## src/rtl/pattern_match_counter.sv

```systemverilog
// Serial pattern detector with wrapping match counter and hex 7-segment drive.
// Optional runtime-loadable pattern when PATTERN_LOAD_EN is defined.
module pattern_match_counter #(
  parameter int                 PAT_LEN     = 4,
  parameter logic [PAT_LEN-1:0] PATTERN     = 4'b1011,
  parameter int                 NBITS_COUNT = 4,
  parameter bit                 OVERLAP     = 1'b1
) (
  input  logic                   clk_2,
  input  logic                   reset,
  input  logic                   in_valid,
  input  logic                   in_bit,
  input  logic                   clear,
`ifdef PATTERN_LOAD_EN
  input  logic                   pat_load,
  input  logic [PAT_LEN-1:0]     pat_in,
`endif
  output logic                   match,
  output logic [NBITS_COUNT-1:0] count,
  output logic                   overflow,
  output logic [7:0]             seg
);

  localparam int HW = PAT_LEN - 1;
  localparam int FW = $clog2(PAT_LEN);
  localparam logic [FW-1:0] FULL = FW'(HW);

  logic [HW-1:0]          hist_q, hist_d;
  logic [FW-1:0]          fill_q, fill_d;
  logic                   match_q, match_d;
  logic [NBITS_COUNT-1:0] cnt_q, cnt_d;
  logic                   ovf_q, ovf_d;
  logic [PAT_LEN-1:0]     pat;
  logic [PAT_LEN-1:0]     shifted;
  logic                   ld;
  logic                   acc;
  logic                   hit;
  logic [6:0]             glyph;

`ifdef PATTERN_LOAD_EN
  logic [PAT_LEN-1:0] pat_q;
  assign pat = pat_q;
  assign ld  = pat_load;

  always_ff @(posedge clk_2 or posedge reset) begin
    if (reset) pat_q <= PATTERN;
    else if (pat_load) pat_q <= pat_in;
  end
`else
  assign pat = PATTERN;
  assign ld  = 1'b0;
`endif

  // A load cycle swallows the incoming bit and restarts the history.
  assign shifted = {hist_q, in_bit};
  assign acc     = in_valid && !ld;
  assign hit     = acc && (fill_q == FULL) && (shifted == pat);

  always_comb begin
    hist_d  = hist_q;
    fill_d  = fill_q;
    match_d = hit;
    cnt_d   = cnt_q;
    ovf_d   = ovf_q;
    if (ld) begin
      fill_d = '0;
    end else if (acc) begin
      hist_d = shifted[HW-1:0];
      if (hit && !OVERLAP) fill_d = '0;
      else if (fill_q != FULL) fill_d = fill_q + 1'b1;
    end
    if (clear) begin
      cnt_d = '0;
      ovf_d = 1'b0;
    end else if (hit) begin
      cnt_d = cnt_q + 1'b1;
      if (&cnt_q) ovf_d = 1'b1;
    end
  end

  always_ff @(posedge clk_2 or posedge reset) begin
    if (reset) begin
      hist_q  <= '0;
      fill_q  <= '0;
      match_q <= 1'b0;
      cnt_q   <= '0;
      ovf_q   <= 1'b0;
    end else begin
      hist_q  <= hist_d;
      fill_q  <= fill_d;
      match_q <= match_d;
      cnt_q   <= cnt_d;
      ovf_q   <= ovf_d;
    end
  end

  always_comb begin
    glyph = 7'h3F;
    unique case (cnt_q[3:0])
      4'h0: glyph = 7'h3F;
      4'h1: glyph = 7'h06;
      4'h2: glyph = 7'h5B;
      4'h3: glyph = 7'h4F;
      4'h4: glyph = 7'h66;
      4'h5: glyph = 7'h6D;
      4'h6: glyph = 7'h7D;
      4'h7: glyph = 7'h07;
      4'h8: glyph = 7'h7F;
      4'h9: glyph = 7'h6F;
      4'hA: glyph = 7'h77;
      4'hB: glyph = 7'h7C;
      4'hC: glyph = 7'h58;
      4'hD: glyph = 7'h5E;
      4'hE: glyph = 7'h79;
      4'hF: glyph = 7'h71;
    endcase
  end

  assign match    = match_q;
  assign count    = cnt_q;
  assign overflow = ovf_q;
  assign seg      = {ovf_q, glyph};

endmodule

```

## config.mk

```make
export PLATFORM = sky130hd
export DESIGN_NAME = pattern_match_counter
export DESIGN_NICKNAME = d
export VERILOG_FILES = /design/src/rtl/pattern_match_counter.sv
export SDC_FILE = /design/constraint.sdc
export NUM_CORES = 1
export LEC_CHECK = 0
export BUFFER_PORTS_ARGS = -buffer_cell sky130_fd_sc_hd__buf_2
export CAP_MARGIN = 20
export CORE_MARGIN = 2
export CORE_UTILIZATION = 55
export DETAILED_ROUTE_END_ITERATION = 8
export PLACE_DENSITY = 0.82
export SYNTH_ARGS = -nofsm -noshare
export SYNTH_HDL_FRONTEND = slang
export SYNTH_SLANG_ARGS = --single-unit
export TNS_END_PERCENT = 30
```

## constraint.sdc

```tcl
create_clock -name clk_2 -period 3.14 [get_ports clk_2]
set_input_delay 0.628 -clock clk_2 [delete_from_list [all_inputs] [get_ports clk_2]]
set_output_delay 0.628 -clock clk_2 [all_outputs]
set_load 0.03 [all_outputs]
```

Yosys cells after proc, flatten, opt, wreduce, memory -nomap -nowiden. Memories as Yosys holds them, arrays and structs flattened. Index checks and enable logic that the tools add are counted.

Add/subtract/negate cells: 2. $mul: 0. Divide/modulo/power cells: 0. Order comparisons: 0. Eq/ne operators: 3. Shift-type cells: 0. Mux-type cells: 5. Bitwise gates (word level): 0. Reductions and logical operators: 7.

Operators by type and width (count): 2-to-1 mux 4 bit (2); adder 4 x 1 -> 4 bit (second input constant) (1); equality test 4 bit (second input constant) (1); AND reduction 2 bit (2); AND reduction 4 bit (1); nonzero test 2 bit (2); 2-to-1 mux 1 bit (3); adder 2 x 1 -> 2 bit (second input constant) (1); equality test 2 bit (second input constant) (1); logical AND 1 bit (2); inequality test 2 bit (second input constant) (1).

Register bits after elaboration: 11. Latch bits: 0. RAM bits: 0. ROM bits: 112. Input bits: 5. Output and inout bits: 14. Logic and storage cells: 23. Memories: 1.

Memories: (no name shown) (words 16, width 7, rd ports 1, clocked after memory_dff 0, write ports 0, RTL line 99) `unique case (cnt_q[3:0])`.

Logic depth before layout (Yosys ltp). Gate-level depths: netlist of run 1.

Depth after elaboration: 5. Mapped depth: 5. Mapped depth without buffers: 5.

Least setup slack after synthesis of run 1. Ideal clock, no wire load.

Path kind: register -> output. Start: register cnt_q[1], in the netlist count[1]. End: output port seg[3]. Data arrival time: 1702 ps. Data required time: 2512 ps. Slack: 810 ps. Stages on the path, launching flop included: 6. Buffers on the path: 0. Path through: dfrtp_1 -> inv_1 -> ha_1 -> nor2_1 -> nor3_1 -> a31oi_1.

Longest elaborated chain between the ends: 1.

RTL lines: from (decl) (RTL line 31) `logic [NBITS_COUNT-1:0] cnt_q, cnt_d;`; from (signal assigned) (RTL line 92) `cnt_q <= cnt_d;`; memory read (16 x 7 bit); to (decl) (RTL line 21) `output logic [7:0] seg`.

No other way between the ends.

Worst setup path after layout of run 1.
Start: register cnt_q[0], in the netlist count[0]. End: output port seg[4].

The elaborated chain is that of the path after synthesis.

==> run metrics, run 1 <==
GRT overflow=0; CP endpoint kind=primary output; Slew Viols, Final=0; post-CTS setup buffers=0; hold_buf cts=0; vias in the first global route=480; smallest hold slack=0.334 ns; Die X=41.3 um; Max IR drop VDD=0.224 mV; First-pass DRT Iterations=4; syn_area_per_cell=9.59 um^2; Area Growth Syn to Fin=15.2%; routed len/inst=12.8 um; CTS tree=yes; worst hold path type=in2async; ant diodes=0; Layout Nets=113; FF+latch count, synth=11; P_sw=98.9 uW; clock tree buffer depth=2; Port Buf Inserts=18; reg2reg path depth=5; FFs w/ async S/R, synth=1.00; maximum number of pins on one net before global-route repair=20; Vias/cell=5.58; Crit Path Max Fanout=9; crit path kind=reg2out; combinational share of power=0.219; Die Y=41.3 um; dpl hpwl=1.14 mm; CP Launch Type=register; Total Die Area=1710 um^2; CP arrival=1.77 ns; layout cells sized above 1=0.306; Seq/Total Area, Yosys=0.359; max_cap viols=0; routed wire length=1.44 mm; antenna-violating nets left=0; Clk pwr share=0.273; Clk pin slew, worst setup/hold paths=0.07 ns; Lkg Pwr=0.000423 uW; post-CTS resize count=0; final setup fails=0; Fin. Hold Viols=0; first-pass GRT wire length=2.19 mm; sw frac=0.286; Final period util=0.763; Worst Skew=0.00628 ns; area of the core=1300 um^2; Worst Tran Pin Value=0.481 ns; placed instance area=856 um^2; Mapped Area=767 um^2; Core Util, Final=0.679; r2r setup slk=1.56 ns; prevailing post-synth register cell=dfrtp_1; initial antenna violation count=0; Worst-Skew Late Latency=0.27 ns; Slew headroom=0.679; Critical Path RT=2.51 ns; RSZ-0062 raised after global routing=false; end of the critical path=seg[4]; clock sink count=11; Initial Util=0.589; htree depth=1; gr usage total=0.207; PwrDens=392 nW/um^2; CTS Root Cell=clkbuf_4; Final min period=2.40 ns; Worst setup startpoint=count[0]$_DFFE_PP0P_; Initial DRC Count=9; Fin Setup TNS=0 ns; Post-Syn Instances=80; Net Count, Synth=94; Num CTS Buffers=3; Synth warnings=0; RR Endpoint=count[1]$_DFFE_PP0P_; GPL Wtd Cong=0.774; Reg2Reg Launch Point=count[0]$_DFFE_PP0P_; status=complete, no violations; Sequential Power Share=0.508; post-route cell area=883 um^2; via count=630; Post-synth EDFFs=0; Top Ports=19; Netlist cell types=26; Fmax=0.417 GHz; DRC Markers=0; P_int=247 uW; Row Count=13
cell usage after synthesis (all sizes together) (3+ instances only):
| master | count | area, um^2 |
|---|---|---|
| inv | 8 | 30.0 |
| nor3 | 3 | 15.0 |
| ha | 9 | 113 |
| o21ai | 5 | 25.0 |
| dfrtp | 11 | 275 |
| nor2 | 3 | 11.3 |
| mux2 | 6 | 67.6 |
| nor2b | 3 | 18.8 |
| a21oi | 6 | 30.0 |
| nand2b | 5 | 31.3 |
| nand2 | 4 | 15.0 |
registers in the layout (all words and copies together) (netlist names):
signal,count
count,4
fill_q,2
hist_q,3
match,1
overflow,1
stage by stage:
stage	total power, uW	setup slack, ns	cells
2_1_floorplan	235	0.810	80
3_3_place_gp	249	1.08	109
3_5_place_dp	257	1.02	109
4_1_cts	354	0.714	113
5_1_grt	366	0.607	113
6_report	346	0.743	113
layout make-up:
cell class | instances | area [um^2]
clock buffer | 3 | 22.5
clock inverter | 1 | 5.00
fill | 119 | 418
inverter | 8 | 30.0
multi-input combinational | 57 | 442
sequential | 11 | 275
tap | 15 | 18.8
timing repair buffer | 18 | 90.1
cells in the final DEF, fill, tap and decap left out, types with 2 or more instances in the layout:
master and n:
nand2b_1 5, a21oi_1 6, nand2_1 4, mux2_2 6
nor3_1 3, or3_1 2, buf_2 18, nor2_1 3
nor2b_1 3, inv_1 8, o21ai_0 5, clkbuf_4 3
dfrtp_1 11, ha_1 9
per-layer routing:
| metal | wire length (um) | vias up | part of all wire | track usage |
|---|---|---|---|---|
| li1 | - | 314 | - | - |
| met1 | 667 | 301 | 0.46 | 0.263 |
| met2 | 712 | 15 | 0.49 | 0.320 |
| met3 | 62 | 0 | 0.043 | 0.0798 |
| met4 | 0 | 0 | 0 | 0.0726 |
| met5 | 0 | - | 0 | 0 |
critical path, stage by stage, from the launching register on:
cell and delay [ns]:
dfrtp_1 0.50, inv_1 0.15, ha_1 0.25, nor2b_1 0.13
o32a_1 0.29, buf_2 0.18
logic make-up after synthesis:
logic type      share of synthesized area
simple gates                        0.192
fa+ha+maj                           0.147
mux                                0.0881
xor+xnor                           0.0114
buf+inv                            0.0653
flops                               0.359
compound gates                      0.137
power by group through the flow:
stage	Clock (uW)	Combinational, uW	Sequential [uW]
6_report	94.5	75.7	176
3_5_place_dp	0	77.4	179
3_3_place_gp	0	71.9	177
5_1_grt	105	83.3	178
4_1_cts	99.8	77.6	177
2_1_floorplan	0	58.4	176
how the worst min path moves through the flow:
stage / end / depth (start not counted)
4_1_cts: fill_q[1]$_DFFE_PP0P_ / 2
2_1_floorplan: fill_q[0]$_DFFE_PP0P_ / 1
5_1_grt: fill_q[1]$_DFFE_PP0P_ / 2
3_3_place_gp: fill_q[0]$_DFFE_PP0P_ / 1
3_5_place_dp: hist_q[2]$_DFFE_PP0P_ / 1
6_report: fill_q[1]$_DFFE_PP0P_ / 2
Power figures use the tool's default switching activity.
==> run 2: changes to the inputs <==
- ABC_AREA: not set -> 1
- CORE_UTILIZATION: 55 -> 51
- PLACE_DENSITY: 0.82 -> 0.76
- clock period: 3.14 -> 2.5 ns (I/O delays scaled with it)
==> run 2 against run 1 <==
Die area grew 12%. Area after synthesis up 5.1%. Worst setup slack got worse by 0.61 ns. Combinational power rose by 39%. Clock skew rose by 0.00071 ns. Largest cell class unchanged. Total power rose by 29%. Largest power group unchanged. Highest routed layer is now met4. Non-clock buffer count unchanged.
==> run metrics, run 2 <==
status=complete, no violations; first-pass GRT wire length=2.70 mm (+23%); Layout Cells excl Fill=131 (+16%); Initial DRC Count=3 (-6); combinational share of power=0.236 (+0.017); PwrDens=485 nW/um^2 (+24%); Top Ports=19 (unchanged); placed cell count=127 (+17%); commonest non-fill, non-tap cell in the layout=nand2_1; routed wire length=1.58 mm (+9.2%); Synth warnings=0 (unchanged); dominant cells by area after synthesis=dfrtp_1 34%, ha_1 14%, nand2_1 9.3%; FF+latch count, synth=11 (unchanged); Netlist cell types=23 (-12%); max_cap viols=0 (unchanged); Core Util, Final=0.616 (-0.0629); clock sink count=11 (unchanged); Net Count, Synth=110 (+17%); routed len/inst=12.0 um (-5.8%); First-pass DRT Iterations=4 (unchanged); vias in the first global route=611 (+27%); area of the core=1490 um^2 (+14%); Total Die Area=1910 um^2 (+12%); Final period util=0.945; Worst-Skew Late Latency=0.27 ns (about the same); Fin Setup TNS=0 ns (unchanged); via count=663 (+5.2%); Initial Util=0.541 (-0.0482); FFs w/ async S/R, synth=1.00 (unchanged); ant diodes=0 (unchanged); Slew headroom=0.694 (+0.0146); GRT overflow=0 (unchanged); post-CTS setup buffers=0 (unchanged); worst hold path type=in2async; Port Buf Inserts=18 (unchanged); Post-synth EDFFs=0 (unchanged); Die Y=43.8 um (+5.8%); gr usage total=0.193 (-0.0135); Fmax=0.423 GHz; Synth top area share=0.342 (-0.0173); Max IR drop VDD=0.529 mV (+140%); P_int=312 uW (+26%); Slew Viols, Final=0 (unchanged); Clk pwr share=0.273 (about the same); most frequent cell after synthesis=nand2_1; Post-Syn Instances=96 (+20%); Die X=43.8 um (+5.8%); prevailing post-synth register cell=dfrtp_1; Crit Path Max Fanout=8 (-1); Worst Skew=0.00699 ns (+0.000711 ns); antenna-violating nets left=0 (unchanged); Sequential Power Share=0.491 (-0.017); most frequent cells in the layout=20 x nand2_1, 18 x buf_2, 10 x inv_1, 10 x nor2_1, 10 x dfrtp_1; crit path kind=reg2out; post-CTS resize count=0 (unchanged); maximum number of pins on one net before global-route repair=14 (-30%); Vias/cell=5.06 (-9.2%); syn_area_per_cell=8.39 um^2 (-12%); top cells by count, synth=20 x nand2_1, 11 x dfrtp_1, 10 x inv_1, 10 x nor2_1, 9 x ha_1; sw frac=0.299 (+0.0127); CP endpoint kind=primary output; Seq/Total Area, Yosys=0.342 (-0.0173); Fin. Hold Viols=0 (unchanged); DRC Markers=0 (unchanged); CTS Root Cell=clkbuf_4; GPL Wtd Cong=0.824 (+6.4%); Lkg Pwr=0.000494 uW (+17%); Num CTS Buffers=3 (unchanged); CP arrival=1.86 ns (+0.09 ns); layout cells sized above 1=0.313 (+0.00692); CP Launch Type=register; P_sw=133 uW (+34%); Clk pin slew, worst setup/hold paths=0.07 ns (about the same); hold_buf cts=0 (unchanged); clock tree buffer depth=2 (unchanged); htree depth=1 (unchanged); Worst Tran Pin Value=0.459 ns (-0.0224 ns); RSZ-0062 raised after global routing=false; Critical Path RT=2.00 ns (-0.51 ns); smallest hold slack=0.221 ns (-0.113 ns); Row Count=14 (+1); Layout Nets=130 (+15%); CTS tree=yes; initial antenna violation count=0 (unchanged); Final min period=2.36 ns; dpl hpwl=1.19 mm (+4.0%); Mapped Area=806 um^2 (+5.1%); leading area contributor after synthesis=dfrtp_1; Area Growth Syn to Fin=13.8%; Largest register FFs=4 (unchanged); final setup fails=0 (unchanged)
[run 2: cell count changes after synthesis, sizes merged, moves of 5 or more]
cell,before,now
nand3,1,7
nand2,4,23
nor2,3,12
nand2b,5,0
mux2,6,0
[run 2: worst max-delay path: stages (launching register included)]
cell and delay [ns]:
dfrtp_1 0.49, inv_1 0.19, ha_1 0.35, a21oi_1 0.18, o21ai_0 0.11, o31a_1 0.12
buf_2 0.17
[run 2: metrics by stage]
step | setup slack (ns) | area [um^2] | power, uW
global placement | 0.491 | 890 | 328
CTS | 0.125 | 916 | 452
global route | 0.00564 | 917 | 477
floorplan | 0.382 | 806 | 309
detailed placement | 0.428 | 890 | 327
finish | 0.137 | 917 | 445
[run 2: cells by family (layout without fill, tap and decap cells)]
group | after synthesis | in the layout | share of synthesized area
DFF | 11 | 11 | 0.342
AOI/OAI and AO/OA | 12 | 12 | 0.104
buffers and inverters | 16 | 35 | 0.0947
adders and majority gates | 9 | 9 | 0.140
and+or+nand+nor | 46 | 46 | 0.289
xor gates and xnor gates | 2 | 2 | 0.0311
[run 2: worst paths after layout]
path	start	to	slack (ns)	cells past startpoint
setup / recovery	count[0]$_DFFE_PP0P_	seg[3]	0.14	6
setup reg to reg	count[0]$_DFFE_PP0P_	count[1]$_DFFE_PP0P_	1.19	4
hold / removal	reset	count[2]$_DFFE_PP0P_	0.22	2
max in group asynchronous	reset	count[1]$_DFFE_PP0P_	1.93	2
hold reg to reg	fill_q[1]$_DFFE_PP0P_	fill_q[1]$_DFFE_PP0P_	0.49	2
min in group clk_2	clear	overflow$_DFFE_PP0P_	0.41	2
[run 2: final cells by class]
cell class	count	area, um^2
Fill cell	138	572
Multi-Input combinational cell	69	454
Sequential cell	11	277
Timing Repair Buffer	18	90.1
Inverter	13	50.0
Clock buffer	4	26.3
Tap cell	16	20.0
[run 2: power groups by stage]
stage          logic (uW)  registers, uW  clock network [uW]
3_3_place_gp          106            222                   0
6_report              105            219                 121
2_1_floorplan        88.0            221                   0
3_5_place_dp          105            222                   0
4_1_cts               106            219                 127
5_1_grt               120            221                 136
[run 2: routing by layer]
layer  vias up  share of wire  track usage
li1        344              -            -
met1       297           0.44        0.246
met2        18           0.49        0.306
met3         4          0.053       0.0750
met4         0          0.016       0.0545
met5         -              0            0
